## config.mk

```make
export PLATFORM = sky130hd
export DESIGN_NAME = gpu_flags
export DESIGN_NICKNAME = d
export VERILOG_FILES = /design/src/rtl/gpu_pkg.sv /design/src/rtl/gpu_cond_eval.sv /design/src/rtl/gpu_flags.sv
export SDC_FILE = /design/constraint.sdc
export NUM_CORES = 1
export LEC_CHECK = 0
export BUFFER_PORTS_ARGS = -buffer_cell sky130_fd_sc_hd__buf_2
export CORE_MARGIN = 10
export CORE_UTILIZATION = 50
export CTS_CLUSTER_SIZE = 25
export DETAILED_ROUTE_END_ITERATION = 16
export PLACE_DENSITY_LB_ADDON = 0.12
export SLEW_MARGIN = 20
export SYNTH_ARGS = -nofsm -noshare
export SYNTH_HDL_FRONTEND = slang
export SYNTH_SLANG_ARGS = --single-unit
```

## constraint.sdc

```tcl
create_clock -name sys_clk -period 2.7 [get_ports sys_clk]
set_input_delay 0.81 -clock sys_clk [delete_from_list [all_inputs] [get_ports sys_clk]]
set_output_delay 0.81 -clock sys_clk [all_outputs]
set_load 0.02 [all_outputs]
```

## src/rtl/gpu_pkg.sv

```systemverilog
// Shared constants for the GPU/DSP flag and condition logic.
// Flag vector layout is {N,C,Z}.
package gpu_pkg;

  localparam int FLAG_Z = 0;
  localparam int FLAG_C = 1;
  localparam int FLAG_N = 2;

  localparam int COND_ZCLR = 0;
  localparam int COND_ZSET = 1;
  localparam int COND_FCLR = 2;
  localparam int COND_FSET = 3;
  localparam int COND_SEL  = 4;

  localparam int STK_DEPTH = 2;

endpackage

```

## src/rtl/gpu_cond_eval.sv

```systemverilog
// Combinational jump-condition evaluator over {N,C,Z}.
// Shared by the flag stage and the DSP pipeline.
module gpu_cond_eval
  import gpu_pkg::*;
(
  input  logic [4:0] cond,
  input  logic [2:0] flags,
  output logic       cond_true
);

  logic w_z;
  logic w_sel;
  logic w_zclr_ok;
  logic w_zset_ok;
  logic w_fclr_ok;
  logic w_fset_ok;

  assign w_z = flags[FLAG_Z];

  // Bit 4 picks which flag bits 2/3 test: C when clear, N when set.
  assign w_sel = cond[COND_SEL] ? flags[FLAG_N]
                                : flags[FLAG_C];

  assign w_zclr_ok = ~cond[COND_ZCLR] | ~w_z;
  assign w_zset_ok = ~cond[COND_ZSET] | w_z;
  assign w_fclr_ok = ~cond[COND_FCLR] | ~w_sel;
  assign w_fset_ok = ~cond[COND_FSET] | w_sel;

  assign cond_true = w_zclr_ok & w_zset_ok
                   & w_fclr_ok & w_fset_ok;

endmodule

```

## src/rtl/gpu_flags.sv

```systemverilog
// Condition-flag register, 2-deep interrupt flag stack
// and registered jump-condition result with interlock.
module gpu_flags
  import gpu_pkg::*;
(
  input  logic       sys_clk,
  input  logic       reset,
  input  logic       result_zero,
  input  logic       result_sign,
  input  logic       carry_in,
  input  logic       flag_wr,
  input  logic       carry_wr,
  input  logic       flag_ld,
  input  logic [2:0] flag_din,
  input  logic       int_save,
  input  logic       int_restore,
  input  logic       err_clr,
  input  logic       cond_req,
  input  logic [4:0] cond,
  output logic [2:0] flags_q,
  output logic       cond_stall,
  output logic       cond_valid,
  output logic       cond_true,
  output logic [1:0] stk_depth,
  output logic       stk_err
);

  localparam logic [1:0] DEPTH_FULL = 2'(STK_DEPTH);

  logic [2:0] r_flags;
  logic [2:0] r_top;
  logic [2:0] r_bot;
  logic [1:0] r_depth;
  logic       r_err;
  logic       r_cvalid;
  logic       r_ctrue;

  logic w_empty;
  logic w_full;
  logic w_err_new;
  logic w_accept;
  logic w_eval;

  assign w_empty = (r_depth == 2'd0);
  assign w_full  = (r_depth == DEPTH_FULL);

  // Underflow on empty pop; overflow on a pure push when full.
  assign w_err_new = (int_restore & w_empty)
                   | (int_save & ~int_restore & w_full);

  assign cond_stall = cond_req
                    & (flag_wr | flag_ld | int_restore);
  assign w_accept   = cond_req & ~cond_stall;

  gpu_cond_eval u_eval (
    .cond      (cond),
    .flags     (r_flags),
    .cond_true (w_eval)
  );

  always_ff @(posedge sys_clk or posedge reset) begin
    if (reset) begin
      r_flags <= '0;
    end else if (int_restore) begin
      if (!w_empty)
        r_flags <= r_top;
    end else if (flag_ld) begin
      r_flags <= flag_din;
    end else if (flag_wr) begin
      r_flags[FLAG_Z] <= result_zero;
      r_flags[FLAG_N] <= result_sign;
      if (carry_wr)
        r_flags[FLAG_C] <= carry_in;
    end
  end

  // Pushes always store the flags from before this edge.
  always_ff @(posedge sys_clk or posedge reset) begin
    if (reset) begin
      r_top   <= '0;
      r_bot   <= '0;
      r_depth <= '0;
    end else if (int_save && int_restore) begin
      r_top <= r_flags;
      if (w_empty)
        r_depth <= 2'd1;
    end else if (int_save) begin
      r_top <= r_flags;
      r_bot <= r_top;
      if (!w_full)
        r_depth <= r_depth + 2'd1;
    end else if (int_restore && !w_empty) begin
      r_top   <= r_bot;
      r_bot   <= '0;
      r_depth <= r_depth - 2'd1;
    end
  end

  always_ff @(posedge sys_clk or posedge reset) begin
    if (reset)
      r_err <= 1'b0;
    else if (w_err_new)
      r_err <= 1'b1;
    else if (err_clr)
      r_err <= 1'b0;
  end

  always_ff @(posedge sys_clk or posedge reset) begin
    if (reset) begin
      r_cvalid <= 1'b0;
      r_ctrue  <= 1'b0;
    end else begin
      r_cvalid <= w_accept;
      r_ctrue  <= w_accept & w_eval;
    end
  end

  assign flags_q    = r_flags;
  assign stk_depth  = r_depth;
  assign stk_err    = r_err;
  assign cond_valid = r_cvalid;
  assign cond_true  = r_ctrue;

endmodule

```

==> impl_metrics.tcl <==
set metrics [dict create \
    run_status "completed" \
    cts-root-buf "clkbuf_4" \
    dr.pass1.iters 4 \
    cts_htree_levels 1 \
    drc 0 \
    die_h_um 59.0 \
    worstSetupPathType "in -> out" \
    die_area_mm2 0.00348 \
    ant_nets 0 \
    highest_layer "met4" \
    std_cell_rows 14 \
    grt.total_usage_pct 10.6 \
    viasPerCell 5.13 \
    grt_pass1_vias 651 \
    skew_ns 0.00735 \
    wl_per_cell_um 14.6 \
    numCtsBuffers 3 \
    cp.arrival_ns 1.47 \
    setup_viol 0 \
    maxCapViolations 0 \
    syn-num-nets 92 \
    initial_core_util_pct 51.7 \
    nFillCells 132 \
    place_hpwl_um 1370 \
    ctsHoldBuffers 0 \
    vias 605 \
    cp.buffers_inverters 2 \
    timing.fmax_mhz 439 \
    syn2layout_area_growth_pct 24.8 \
    finalWirelength_um 1720 \
    yosys-top-cells-area "dfrtp_1 46%, mux2i_1 14%, o21ai_1 3.3%, mux2_1 3.0%, nand2_1 3.0%" \
    fin_hold_ws_ns 0.511 \
    cp.required_ns 1.89 \
    multi_input_area_um2 377 \
    cts_sinks 14 \
    cts_max_path_buffers 2 \
    rsz0062_at_grt "false" \
    min_path_type "reg -> reg" \
    synth_seq_cells 14 \
    p_per_area_mw_per_mm2 888 \
    wl_met3_um 104 \
    cp-start-kind "input port" \
    slew_violations 0 \
    syn_avg_cell_area_um2 10.6 \
    grt_max_degree 16 \
    max_stage_delay_ns 0.20 \
    drtIter0Drc 12 \
    vdd_drop_max_mv 0.460 \
    cts_tree "built" \
    antenna_found_initial 0 \
    place_area_um2 913 \
    tightest_slew_ns 0.539 \
    design_area_um2 950 \
    cp_max_fo 2 \
    layout-drive-gt1-share_pct 40.2 \
    period_share_pct 84.5 \
    yosysSeqAreaShare_pct 46.1 \
    pin_count 29 \
    cts-resized-gates 0 \
    gp_congestion 0.772 \
    final_nets 123 \
    synth_top_area_share_pct 46.1 \
    wl_met2_um 849 \
    hold_viol 0 \
    min_period_ns 2.28 \
    slowest_stage "nor3_2" \
    coreArea_mm2 0.00147 \
    relSlewSlack_pct 64.0 \
    synth.cell_area_um2 761 \
    grt_first_pass_wirelength_um 2880 \
    cp_top_family "simple AND/OR/NAND/NOR gates" \
    yosysTopAreaCell "dfrtp_1" \
    fin_setup_tns_ns 0 \
    clk_pin_slew_ns 0.09 \
    crit_top_cell "buf_2" \
    fp.dieW_um 59.0 \
    yosys.cell_types.count 27 \
    cts_post_setup_buffers_inserted 0 \
    setup.worst_path.end_class "output port" \
    overflow 0 \
    cp_cell_sequence "buf_2 > nor3_2 > and2b_1 > buf_2" \
    yosys_warnings 0 \
    antenna-diode-count 0 \
    p_leak_uw 0.000511 \
    synthCells 72 \
    io_buffers 28 \
    wl_met1_um 752 \
    regArea_um2 350 \
    clk_latency_ns 0.28 \
]
[synth_stat cells]
library cell,instances
and2b_1,2
o21ai_0,3
nand2b_1,2
mux2_1,2
mux2_2,1
o22ai_1,1
o21ai_2,1
a21oi_2,1
mux2_4,1
nor3_1,1
mux2i_1,11
nand2_1,6
nor3_2,2
buf_2,2
and3_1,2
buf_4,1
nor2_1,2
a21oi_1,1
nand3_1,2
and2_1,1
a22o_1,2
inv_1,3
o21ai_1,5
dfrtp_1,14
a211oi_2,1
o21a_1,1
clkbuf_2,1
[layout make-up]
type / count / share of cell area (%)
Multi-Input combinational cell: 51 / 39.7
Inverter: 3 / 1.19
Timing Repair Buffer: 30 / 16.3
Clock buffer: 4 / 3.82
Sequential cell: 14 / 36.9
Tap cell: 16 / 2.11
[layout by cell type (no fill, tap or decap), types with 2 or more instances in the layout]
master,synthesis,layout
nor2_1,2,2
buf_4,1,2
mux2i_1,11,11
clkbuf_4,0,3
a22o_1,2,2
buf_2,2,28
and2b_1,2,2
o21ai_0,3,3
nand2_1,6,6
nand3_1,2,2
o21ai_1,5,5
nand2b_1,2,2
dfrtp_1,14,14
and3_1,2,2
inv_1,3,3
nor3_2,2,2
mux2_1,2,2
[through the flow]
step                cells  setup WS [ns]  util, %  total power, uW
global route          118          0.394     64.5              906
CTS                   118          0.409     64.5              855
global placement      114          0.395     62.1              697
finish                118          0.420     64.5              843
detailed placement    114          0.391     62.1              703
floorplan              72          0.448        -              603
[state kept, by name (all words and copies together) (netlist names)]
name and cells:
flags_q 3, stk_err 1, r_top 3, cond_true 1
r_bot 3, cond_valid 1, stk_depth 2
[per-layer routing]
metal  track usage (%)  up-vias
met2              16.8       16
met3              3.43        2
li1                  -      314
met1              12.1      273
met4              5.90        0
met5                 0        -
[path summary, 6_finish.rpt]
path / from / endpoint / slack, ns / cells past startpoint
min in group asynchronous: reset / stk_err$_DFFE_PP0P_ / 0.55 / 2
min reg2reg: r_bot[1]$_DFFE_PP0P_ / r_bot[1]$_DFFE_PP0P_ / 0.51 / 1
max reg2reg: stk_depth[1]$_DFFE_PP0P_ / flags_q[1]$_DFFE_PP0P_ / 1.36 / 3
min: r_bot[1]$_DFFE_PP0P_ / r_bot[1]$_DFFE_PP0P_ / 0.51 / 1
max: int_restore / cond_stall / 0.42 / 4
max in group asynchronous: reset / r_top[2]$_DFFE_PP0P_ / 1.78 / 2
[kinds of logic after synthesis]
family	share of synthesized area, %
mux	20.9
flops	46.1
compound gates	14.0
simple gates	14.6
buf+inv	4.44
[report_power, final]
part,internal (uW),switching [uW]
clock network,81.9,67.8
registers,288,81.3
logic,152,173
No activity file was read; power rests on OpenSTA's default activity.
